`src/rtl/float_argmax_pkg.sv`:
```
// ============================================================================
// Module  : float_argmax_pkg
// Brief   : Shared FSM state encoding and default widths for float_argmax_seq.
// Revision: 1.0 - initial release
// ============================================================================
`default_nettype none

package float_argmax_pkg;

    localparam int E_BIT_DEF = 8;
    localparam int F_BIT_DEF = 23;
    localparam int IDX_W_DEF = 8;

    typedef enum logic [1:0] {
        ST_IDLE = 2'd0,
        ST_SCAN = 2'd1,
        ST_WAIT = 2'd2,
        ST_DONE = 2'd3
    } argmax_state_e;

endpackage

`default_nettype wire

```
`src/rtl/float_cmp_reg.sv`:
```
// ============================================================================
// Module  : float_cmp_reg
// Brief   : Registered sign-magnitude float comparator, one-cycle latency.
// Revision: 1.0 - initial release
// ============================================================================
`default_nettype none

module float_cmp_reg
    import float_argmax_pkg::*;
#(
    parameter int W = 1 + E_BIT_DEF + F_BIT_DEF
) (
    input  logic         clk,
    input  logic         rst,
    input  logic [W-1:0] a,
    input  logic [W-1:0] b,
    output logic         gt,
    output logic         eq,
    output logic         lt
);

    logic w_mag_gt;
    logic w_eq;
    logic w_gt;
    logic w_lt;

    assign w_mag_gt = (a[W-2:0] > b[W-2:0]);
    assign w_eq     = (a == b);

    // NaN/Inf fall out of the plain bit-pattern ordering; +0 and -0 differ by sign.
    always_comb begin
        w_gt = 1'b0;
        w_lt = 1'b0;
        if (a[W-1] != b[W-1]) begin
            w_gt = ~a[W-1];
            w_lt =  a[W-1];
        end else if (!w_eq) begin
            w_gt = a[W-1] ? ~w_mag_gt :  w_mag_gt;
            w_lt = a[W-1] ?  w_mag_gt : ~w_mag_gt;
        end
    end

    always_ff @(posedge clk or posedge rst) begin
        if (rst) begin
            gt <= 1'b0;
            eq <= 1'b0;
            lt <= 1'b0;
        end else begin
            gt <= w_gt;
            eq <= w_eq;
            lt <= w_lt;
        end
    end

endmodule

`default_nettype wire

```
`src/rtl/float_argmax.sv`:
```
// ============================================================================
// Module  : float_argmax_seq
// Brief   : Streaming arg-max over a burst of floats, one word per 2 cycles.
//           Optional min tracking enabled by macro FLOAT_ARGMAX_MIN_EN.
// Revision: 1.0 - initial release
// ============================================================================
`default_nettype none

module float_argmax_seq
    import float_argmax_pkg::*;
#(
    parameter int E_BIT = E_BIT_DEF,
    parameter int F_BIT = F_BIT_DEF,
    parameter int IDX_W = IDX_W_DEF
) (
    input  logic                   clk,
    input  logic                   rst,
    input  logic                   in_valid,
    output logic                   in_ready,
    input  logic [E_BIT+F_BIT:0]   in_data,
    input  logic                   in_last,
    output logic                   out_valid,
    input  logic                   out_ready,
    output logic [E_BIT+F_BIT:0]   out_max,
    output logic [IDX_W-1:0]       out_idx,
    output logic [IDX_W-1:0]       out_count,
    output logic                   out_ovf,
    output logic                   busy
`ifdef FLOAT_ARGMAX_MIN_EN
    ,
    output logic [E_BIT+F_BIT:0]   out_min,
    output logic [IDX_W-1:0]       out_min_idx
`endif
);

    localparam int W = 1 + E_BIT + F_BIT;
    localparam logic [IDX_W-1:0] IDX_MAX = '1;

    localparam logic [1:0] IDLE = ST_IDLE;
    localparam logic [1:0] SCAN = ST_SCAN;
    localparam logic [1:0] WAIT = ST_WAIT;
    localparam logic [1:0] DONE = ST_DONE;

    logic [1:0]       r_state;
    logic [W-1:0]     r_best;
    logic [IDX_W-1:0] r_idx;
    logic [IDX_W-1:0] r_count;
    logic             r_ovf;
    logic [W-1:0]     r_cand;
    logic [IDX_W-1:0] r_cand_idx;
    logic             r_cand_last;

    logic             w_accept;
    logic [IDX_W-1:0] w_next_idx;
    logic             w_max_gt;
    logic             w_max_eq;
    logic             w_max_lt;

    assign in_ready   = ((r_state == IDLE) || (r_state == SCAN)) && !rst;
    assign out_valid  = (r_state == DONE);
    assign busy       = (r_state != IDLE);
    assign w_accept   = in_valid && in_ready;
    assign w_next_idx = (r_count == IDX_MAX) ? IDX_MAX : r_count + 1'b1;

    assign out_max    = r_best;
    assign out_idx    = r_idx;
    assign out_count  = r_count;
    assign out_ovf    = r_ovf;

    // Compares the word being accepted against the running best; read in WAIT.
    float_cmp_reg #(.W(W)) u_cmp_max (
        .clk (clk),
        .rst (rst),
        .a   (in_data),
        .b   (r_best),
        .gt  (w_max_gt),
        .eq  (w_max_eq),
        .lt  (w_max_lt)
    );

    always_ff @(posedge clk or posedge rst) begin
        if (rst) begin
            r_state     <= IDLE;
            r_best      <= '0;
            r_idx       <= '0;
            r_count     <= '0;
            r_ovf       <= 1'b0;
            r_cand      <= '0;
            r_cand_idx  <= '0;
            r_cand_last <= 1'b0;
        end else begin
            case (r_state)
                IDLE: begin
                    if (w_accept) begin
                        r_best  <= in_data;
                        r_idx   <= '0;
                        r_count <= '0;
                        r_ovf   <= 1'b0;
                        r_state <= in_last ? DONE : SCAN;
                    end
                end
                SCAN: begin
                    if (w_accept) begin
                        r_cand      <= in_data;
                        r_cand_idx  <= w_next_idx;
                        r_cand_last <= in_last;
                        if (r_count == IDX_MAX) begin
                            r_ovf <= 1'b1;
                        end else begin
                            r_count <= r_count + 1'b1;
                        end
                        r_state <= WAIT;
                    end
                end
                WAIT: begin
                    // Strictly greater only, so ties keep the earliest index.
                    if (w_max_gt) begin
                        r_best <= r_cand;
                        r_idx  <= r_cand_idx;
                    end
                    r_state <= r_cand_last ? DONE : SCAN;
                end
                default: begin
                    if (out_ready) begin
                        r_state <= IDLE;
                    end
                end
            endcase
        end
    end

`ifdef FLOAT_ARGMAX_MIN_EN
    logic [W-1:0]     r_min;
    logic [IDX_W-1:0] r_min_idx;
    logic             w_min_gt;
    logic             w_min_eq;
    logic             w_min_lt;

    assign out_min     = r_min;
    assign out_min_idx = r_min_idx;

    float_cmp_reg #(.W(W)) u_cmp_min (
        .clk (clk),
        .rst (rst),
        .a   (in_data),
        .b   (r_min),
        .gt  (w_min_gt),
        .eq  (w_min_eq),
        .lt  (w_min_lt)
    );

    always_ff @(posedge clk or posedge rst) begin
        if (rst) begin
            r_min     <= '0;
            r_min_idx <= '0;
        end else if ((r_state == IDLE) && w_accept) begin
            r_min     <= in_data;
            r_min_idx <= '0;
        end else if ((r_state == WAIT) && w_min_lt) begin
            r_min     <= r_cand;
            r_min_idx <= r_cand_idx;
        end
    end
`endif

endmodule

`default_nettype wire
```
`config.mk`:
```
export PLATFORM = sky130hd
export DESIGN_NAME = float_argmax_seq
export DESIGN_NICKNAME = d
export VERILOG_FILES = /design/src/rtl/float_argmax_pkg.sv /design/src/rtl/float_cmp_reg.sv /design/src/rtl/float_argmax.sv
export SDC_FILE = /design/constraint.sdc
export NUM_CORES = 1
export LEC_CHECK = 0
export CORE_MARGIN = 3
export CORE_UTILIZATION = 43
export CTS_BUF_LIST = sky130_fd_sc_hd__clkbuf_8
export DETAILED_ROUTE_END_ITERATION = 8
export PLACE_DENSITY = 0.68
export SLEW_MARGIN = 20
export SYNTH_ARGS = -nofsm -noshare
export SYNTH_HDL_FRONTEND = slang
export SYNTH_SLANG_ARGS = --single-unit
```
`constraint.sdc`:
```
create_clock -name clk -period 4.2 [get_ports clk]
set_input_delay 0.84 -clock clk [delete_from_list [all_inputs] [get_ports clk]]
set_output_delay 0.84 -clock clk [all_outputs]
set_load 0.02 [all_outputs]
```
* Word level (Yosys, flattened, before mapping)
Index checks and enable logic that the tools add are counted.
** Storage, ports and cells
- Word-level logic and storage cells :: 61
- Flip-flop bits (word level) :: 93
** Cells by class
- Reduce and logical (&&, ||, !) cells :: 14
- Magnitude comparators :: 1
- Mux-type cells :: 23
- Add/subtract/negate cells :: 1
- Equality and inequality tests :: 11
- Bitwise logic cells :: 2
** Operators with widths (count)
- 32-bit 2-to-1 mux :: 2
- 32-bit case mux with 2 select lines :: 1
- 8-bit 2-to-1 mux :: 5
- 32-bit equality test :: 1
- 8-bit case mux with 2 select lines :: 2
- 31-bit > comparator :: 1
- 2-bit 2-to-1 mux :: 5
- 8-bit by 1-bit adder with 8-bit output (second input constant) :: 1
- 8-bit equality test (second input constant) :: 1
- 4-bit AND reduction :: 2
- 1-bit 2-to-1 mux :: 6
- 2-bit != test (second input constant) :: 3
- 2-bit case mux with 3 select lines :: 1
- 3-bit AND reduction :: 2
- 2-bit nonzero test :: 3
- 2-bit equality test (second input constant) :: 2
- 2-bit by 1-bit != test with 1-bit output (second input constant) :: 2
- 4-bit nonzero test :: 1
- 2-bit by 1-bit equality test with 1-bit output (second input constant) :: 1
- 1-bit logical AND :: 2
- 2-bit logical NOT :: 1
- 1-bit NOT :: 2
- 1-bit case mux with 2 select lines :: 1
- 2-bit AND reduction :: 1
- other kinds (3) :: 3

* Longest topological paths before layout
Gate-level depths: netlist (run 1).
- Word-level depth :: 6
- Depth in mapped cells :: 8
- Mapped depth without buffers :: 8

* Cells and area by module
Synthesis (run 1) repeated with hierarchy kept, for this count alone.
** Unflattened totals
- Cells, all modules :: 553
- Area, all modules :: 5198.7 um^2
** By module, submodules not included
- float_argmax_seq :: sequential area each 2302.2 um^2, area each 4277.9 um^2, times used 1, cells an instance 430
- float_cmp_reg :: sequential area each 75.1 um^2, area each 920.9 um^2, times used 1, cells an instance 123

* Worst setup path before layout (run 1)
Ideal clock, no wire load.
- Path type :: input -> register
- Start :: in rst
- End :: reg r_best[10] (netlist: out_max[10])
- Path slack :: 0.148 ns
- Data required time :: 4.123 ns
- Path buffers :: 1
- Arrival :: 3.975 ns
- Stages :: 6
- Path through :: inv_1 -> nand2_1 -> a211oi_4 -> buf_2 -> nor2_1 -> a21oi_1
** On the way
- Cells in the longest elaborated chain, start to end :: 5
** RTL lines
- start, declared :: line float_argmax.sv:17 : input logic rst,
- 1-bit logical NOT (no source line)
- 1-bit logical AND :: line float_argmax.sv:59 : assign in_ready = ((r_state == IDLE) || (r_state == SCAN)) && !rst;
- 1-bit logical AND :: line float_argmax.sv:62 : assign w_accept = in_valid && in_ready;
- 2-bit != test (no source line)
- 3-bit AND reduction (no source line)
- end signal, assigned :: line float_argmax.sv:95 : r_best <= in_data;
- end signal, assigned :: line float_argmax.sv:118 : r_best <= r_cand;
- end, declared :: line float_argmax.sv:45 : logic [W-1:0] r_best;
No other way between the ends.
A chain may end at the register's enable or synchronous reset.

* Final worst setup path (run 1)
- Start :: reg r_state[0]
- End :: out in_ready
** On the way
- Cells in the longest elaborated chain, start to end :: 3
** RTL lines
- start, declared :: line float_argmax.sv:44 : logic [1:0] r_state;
- start signal, assigned :: line float_argmax.sv:99 : r_state <= in_last ? DONE : SCAN;
- start signal, assigned :: line float_argmax.sv:121 : r_state <= r_cand_last ? DONE : SCAN;
- 2-bit by 1-bit equality test with 1-bit output / 2-bit logical NOT (equally long branches) :: line float_argmax.sv:59
- 1-bit logical OR * :: line float_argmax.sv:59
- 1-bit logical AND * :: line float_argmax.sv:59
- end, declared :: line float_argmax.sv:19 : output logic in_ready,
Mark *: on every way between the ends. The rest lies on a longest branch, timed or not.

==> results of run 1 <==
## area by class of cell
cell class,instances,area [um2]
tap,140,175
clock buffer,10,138
clock inverter,6,86.3
multi-input combinational,372,2230
sequential,93,2330
timing repair buffer,94,938
inverter,44,166
fill,1014,4870
## Yosys cell counts
| cell | instances | area share [%] |
|---|---|---|
| nand2_1 | 127 | 9.9 |
| dfrtp_1 | 93 | 48 |
| nor2_1 | 48 | 3.7 |
| a21oi_1 | 45 | 4.7 |
| inv_1 | 44 | 3.4 |
| ha_1 | 36 | 9.3 |
| mux2i_1 | 33 | 6.8 |
| o21ai_0 | 15 | 1.6 |
| nand3_1 | 14 | 1.4 |
| buf_2 | 12 | 1.2 |
| o21ai_1 | 12 | 1.2 |
| clkbuf_1 | 8 | 0.62 |
| a221oi_1 | 4 | 0.72 |
| a211oi_1 | 3 | 0.47 |
| a22o_1 | 3 | 0.54 |
| buf_4 | 3 | 0.47 |
| xnor2_1 | 3 | 0.54 |
| a21o_1 | 2 | 0.31 |
| and4_1 | 2 | 0.36 |
| nand2b_1 | 2 | 0.26 |
| nand4_1 | 2 | 0.26 |
| o31ai_1 | 2 | 0.31 |
| xor2_1 | 2 | 0.36 |
| a2111oi_0 | 1 | 0.18 |
| a211o_2 | 1 | 0.21 |
| a211oi_4 | 1 | 0.41 |
| a221o_1 | 1 | 0.21 |
| and2_0 | 1 | 0.13 |
| and2_1 | 1 | 0.13 |
| and2b_1 | 1 | 0.16 |
| nand3_2 | 1 | 0.21 |
| nand3b_1 | 1 | 0.16 |
| nand4_2 | 1 | 0.26 |
| nor2b_1 | 1 | 0.13 |
| nor3_1 | 1 | 0.10 |
| nor3_4 | 1 | 0.34 |
| nor4_2 | 1 | 0.26 |
| o211ai_1 | 1 | 0.16 |
| o22a_1 | 1 | 0.18 |
| o32ai_1 | 1 | 0.18 |
## worst max-delay path, stage by stage (launching register included)
cell,delay [ns]
dfrtp_1,0.43
inv_1,0.10
ha_1,0.33
nor2_1,0.12
nor2_1,0.10
clkdlybuf4s50_1,0.61
## final timing paths
path,cells past startpoint,slack [ns],end
max reg2reg,7,2.00,out_idx[3]$_DFFE_PP0P_
max in group asynchronous,4,2.16,r_cand[29]$_DFFE_PP0P_
min reg2reg,2,0.48,r_cand_idx[4]$_DFFE_PP0P_
min,2,0.48,r_cand_idx[4]$_DFFE_PP0P_
max,5,1.31,in_ready
min in group asynchronous,3,0.95,out_idx[7]$_DFFE_PP0P_
## power breakdown
part           internal [uW]  leakage, uW  total (uW)  switching [uW]
clock                    351     0.000112         676             325
sequential              1290      0.00114        1560             272
combinational            922      0.00163        2130            1210
## metrics by stage
stage               setup WS (ns)  total power, uW  hold WS [ns]
finish                       1.31             4370         0.478
global route                 1.14             4760         0.505
CTS                          1.28             4420         0.478
detailed placement           1.30             3740         0.457
global placement             1.30             3660         0.453
floorplan                   0.148             2960         0.438
## kinds of logic after synthesis
kind of cell / Yosys count
simple gates: 205
buf+inv: 67
mux: 33
fa+ha+maj: 36
flops: 93
compound gates: 93
xor+xnor: 5
## metal layers
layer | vias up | global-route usage (%) | wire (um) | share of wire (%)
met5 | - | 0 | 0 | 0
met4 | 0 | 6.49 | 97 | 0.87
met3 | 8 | 3.02 | 481 | 4.3
met2 | 84 | 30.2 | 5350 | 48
met1 | 1884 | 25.9 | 5230 | 47
li1 | 1930 | - | - | -
## registers in the layout, summed over array words and instances, names as in the netlist
name	flops
out_max	32
r_state	2
u_cmp_max.gt	1
out_ovf	1
out_idx	8
r_cand_last	1
r_cand_idx	8
out_count	8
r_cand	32
==> impl_results.md, run 1 <==
- Number of CTS-inserted buffers: 9
- Final worst path period need: slightly below 3 ns
- Global placer's final weighted congestion: 0.878
- DRC violation count after routing: 0
- Starting Density: between 40% and 50%
- P_leak: 0.00288 uW
- GRT Overall Usage: a little under a fifth
- Largest family of logic cells by synthesized area: simple AND/OR/NAND/NOR gates
- Core area: roughly 11000 um2
- RSZ-0062 raised after global routing: false
- Iter 0 DRT Violations: ~210
- Hold Crit Class: reg -> reg
- Syn nets: 605
- Reg clk slew, reported paths: ~0.090 ns
- First-pass GRT wire length: around 19000 um
- Synth Area in Compound Gates: a little under an eighth
- Routed Antenna Nets: 0
- Placed cells: 743
- Die Area: roughly 13000 um2
- N_diodes: 0
- Slew Viols, Final: 0
- Layout cells sized above 1: approximately 4.8%
- Synthesis Warnings: 0
- Final WL: ~11000 um
- Ports: about 90
- Clk buf depth: 2
- Cell Count, Final, Fillers Out: around 760
- WP data required: ~3.4 ns
- Min-delay src: r_cand_idx[4]$_DFFE_PP0P_
- Syn Inst Count: 532
- Die W: 112 um
- Slew @ Worst Pin: between 0.7 and 0.8 ns
- DP HPWL: 7680 um
- Number of clock sinks: slightly above 90
- Port bufs: ~90
- FF-to-FF Start: r_state[0]$_DFFE_PP0P_
- Wire per inst: 14.7 um
- Via count: between 3000 and 4000
- Period utilisation layout: between 60% and 70%
- Root buffer cell: clkbuf_8
- Num rows: 38
- Commonest non-fill, non-tap cell in the layout: nand2_1
- Crit path from: r_state[0]$_DFFE_PP0P_
- Post-Syn Area per Cell: 9.09 um2
- Total negative slack: 0 ns
- Xor and xnor area share after synthesis: 0.905%
- Placed cell area: roughly 6000 um2
- Vias per cell: between 5 and 6
- Drt first pass iters: 5
- Commonest non-fill, non-tap cells in the layout: 127 x nand2_1, 93 x dfrtp_1, 88 x clkdlybuf4s50_1, 48 x nor2_1, 45 x a21oi_1
- Final number of setup-violating endpoints: 0
- Vias in the first global route: just over 4000
- Post-CTS Hold Fix Bufs: 0
- Sequential area share after synthesis: 48.1%
- Initial antenna violation count: 0
- Mapped Area: a little under 5000 um2
- Worst setup EP type: output port
- Crit start category: flip-flop
- Setup CP Type: reg -> out
- Largest net degree at the start of global routing: 69
- Final Instance Area: 6070 um2
- Post-synthesis mux area share: under 10%
- Slew headroom: 52.1%
- Pwr/cell area: 721 nW/um2
- Die Y: 112 um
- Adder-Cell Fraction of Synth Area: about a tenth
- Clock skew: between 0.006 and 0.007 ns
- CTS tree: built
- Simple-Gate Fraction of Synth Area: 17.8%
- Synth-to-Final Area Change: 25.4%
- FF+latch count, synth: 93
- Final Hold Vio Count: 0
- Post-CTS sizing: 0
- Fin nets: just under 700
- Fin util: 55.5%
- Total grt overflow: 0
- Worst path arrival time: a little over 2 ns
- Fmax: roughly 350 MHz
- Clk Latency, worst-skew pair: around 0.36 ns
- CP max FO: 7
- Worst VDD drop: around 0.32 mV
- Synth unique cells: 40
- Outcome: finished clean
- CTS H-tree lvls: 3
- Post-CTS Repair Setup Buffers: 0
- Max cap viols: 0
Power figures use the tool's default switching activity.
==> run 2, diff against run 1 <==
clock period = 2.7 ns   (was 4.2 ns; I/O delays follow)
==> run 2 against run 1 <==
Effect of this change:
- count of clock-buffer cells in the layout decreased by 1
- setup slack got worse by 1.1 ns
- first-iteration DRC count increased by 1.9%
- clock power increased by 39%
- die area unchanged
- combinational power increased by 60%
- critical path type unchanged
- highest routed layer unchanged
==> impl_results.md, run 2 (synthesized netlist as in run 1, its figures left out) <==
- Outcome: finished clean (unchanged)
- Setup CP Type: reg -> out (unchanged)
- Dpl ws: 0.128 ns (was 1.30 ns)
- Placed cells: 747 (was 743)
- Worst setup EP type: output port (unchanged)
- Setup WS post-layout: 0.211 ns (was 1.31 ns)
- # fillers: 1018 (was 1014)
- Die W: 112 um (unchanged)
- Starting Density: 44.2% (unchanged)
- DP HPWL: 7850 um (was 7680 um)
- N_diodes: 0 (unchanged)
- Slew @ Worst Pin: 0.594 ns (was 0.718 ns)
- Final number of setup-violating endpoints: 0 (unchanged)
- Cells along the critical path: inv_1, ha_2, nor2_1, nor2_1, clkdlybuf4s50_1 (was inv_1, ha_1, nor2_1, nor2_1, clkdlybuf4s50_1)
- Max cap viols: 0 (unchanged)
- CP most frequent cell: nor2_1 (unchanged)
- Initial antenna violation count: 0 (unchanged)
- CP max FO: 7 (unchanged)
- Layout cells sized above 1: 6.90% (was 4.85%)
- Max layer used: met4 (unchanged)
- Period utilisation layout: between 90 and 100%
- Wire per inst: 14.8 um (was 14.7 um)
- DRC violation count after routing: 0 (unchanged)
- Ports: 89 (unchanged)
- Synth-to-Final Area Change: 26.4% (was 25.4%)
- Port bufs: 88 (unchanged)
- Hold Crit Class: reg -> reg (unchanged)
- Cell Count, Final, Fillers Out: 763 (was 759)
- Number of clock sinks: 93 (unchanged)
- Routed Antenna Nets: 0 (unchanged)
- Critical Path Slowest Stage Cell: clkdlybuf4s50_1 (unchanged)
- Die Y: 112 um (unchanged)
- Core area: 10900 um2 (unchanged)
- Commonest non-fill, non-tap cell in the layout: nand2_1 (unchanged)
- Pwr/cell area: 1110 nW/um2 (was 721 nW/um2)
- Via count: 3918 (was 3906)
- Final WL: 11300 um (was 11200 um)
- Final worst path period need: roughly 2.5 ns
- Worst path arrival time: 1.95 ns (was 2.05 ns)
- Post-CTS sizing: 0 (unchanged)
- Final Hold Vio Count: 0 (unchanged)
- CTS H-tree lvls: 3 (unchanged)
- Fin nets: 691 (was 687)
- Post-CTS Hold Fix Bufs: 0 (unchanged)
- Vias in the first global route: 3943 (was 4056)
- Slew Viols, Final: 0 (unchanged)
- GRT Overall Usage: 19.2% (was 18.7%)
- Vias per cell: 5.13 (was 5.15)
- Min-delay src: r_cand[1]$_DFFE_PP0P_ (was r_cand_idx[4]$_DFFE_PP0P_)
- Clk buf depth: 2 (unchanged)
- Crit path from: r_state[1]$_DFFE_PP0P_ (was r_state[0]$_DFFE_PP0P_)
- P_leak: 0.00288 uW (about the same)
- Iter 0 DRT Violations: 216 (was 212)
- CTS tree: built (unchanged)
- Slew headroom: 60.4% (was 52.1%)
- Commonest non-fill, non-tap cells in the layout: 127 x nand2_1, 93 x dfrtp_1, 88 x clkdlybuf4s50_1, 48 x nor2_1, 45 x a21oi_1 (unchanged)
- Number of CTS-inserted buffers: 9 (unchanged)
- Post-CTS Repair Setup Buffers: 0 (unchanged)
- Total grt overflow: 0 (unchanged)
- Clk Latency, worst-skew pair: 0.37 ns (was 0.36 ns)
- Largest net degree at the start of global routing: 63 (was 69)
- FF+latch area: 2330 um2 (unchanged)
- Die Area: 12600 um2 (unchanged)
- Worst VDD drop: 0.550 mV (was 0.315 mV)
- RSZ-0062 raised after global routing: false (unchanged)
- Footprint of the multi-input gates: 2280 um2 (was 2230 um2)
- Slowest cell delay on critical path: 0.61 ns (about the same)
- WP data required: 2.16 ns (was 3.36 ns)
- Clock skew: 0.00942 ns (was 0.00641 ns)
- Global placer's final weighted congestion: 0.815 (was 0.878)
- Crit start category: flip-flop (unchanged)
- Fmax: approximately 400 MHz
- Num rows: 38 (unchanged)
- WL met3: 574 um (was 481 um)
- FF-to-FF Start: r_state[0]$_DFFE_PP0P_ (unchanged)
- Reg clk slew, reported paths: 0.09 ns (about the same)
- WL met2: 5220 um (was 5350 um)
- Drt first pass iters: 5 (unchanged)
- First-pass GRT wire length: 19700 um (was 19400 um)
- Root buffer cell: clkbuf_8 (unchanged)
- WL met1: 5300 um (was 5230 um)
[run 2: critical path: cells and delay by family, from the launching register on]
kind,cells,cell delay [ns]
buf+inv,2,0.71
simple gates,2,0.20
fa+ha+maj,1,0.27
flops,1,0.42
[run 2: cell type report]
class                   count  share of cell area [%]
clock buffers               9                    2.03
multi-input cells         372                    37.2
inverters                  44                    2.76
repair buffers             98                    15.8
well taps                 140                    2.86
clock inverters             7                    1.21
flip-flops and latches     93                    38.1
[run 2: power breakdown]
| group | switching, uW | internal, uW |
|---|---|---|
| Sequential | 426 | 2010 |
| Clock | 509 | 431 |
| Combinational | 1940 | 1480 |
[run 2: layer usage]
layer | vias to the layer above | track usage, %
li1 | 1931 | -
met1 | 1882 | 27.0
met2 | 94 | 30.3
met3 | 11 | 3.45
met4 | 0 | 6.49
met5 | - | 0
[run 2: path summary, 6_finish.rpt]
| path | end | slack (ns) | depth (start not counted) |
|---|---|---|---|
| worst max register to register | out_max[6]$_DFFE_PP0P_ | 0.73 | 7 |
| min in group asynchronous | out_count[5]$_DFFE_PP0P_ | 0.52 | 2 |
| worst min register to register | r_cand[1]$_DFFE_PP0P_ | 0.48 | 2 |
| worst min-delay path | r_cand[1]$_DFFE_PP0P_ | 0.48 | 2 |
| worst max-delay path | in_ready | 0.21 | 5 |
| max in group asynchronous | out_max[22]$_DFFE_PP0P_ | 1.33 | 3 |
[run 2: per-stage QoR]
step	instance area, um2	util, %	power (uW)	hold slack [ns]	TNS (ns)
2_1_floorplan	4880	-	4660	0.445	-3.48
3_3_place_gp	5910	54.1	5790	0.457	0
3_5_place_dp	5910	54.1	5880	0.463	0
4_1_cts	6110	55.9	6860	0.484	0
5_1_grt	6110	55.9	7410	0.511	0
6_report	6110	55.9	6790	0.482	0
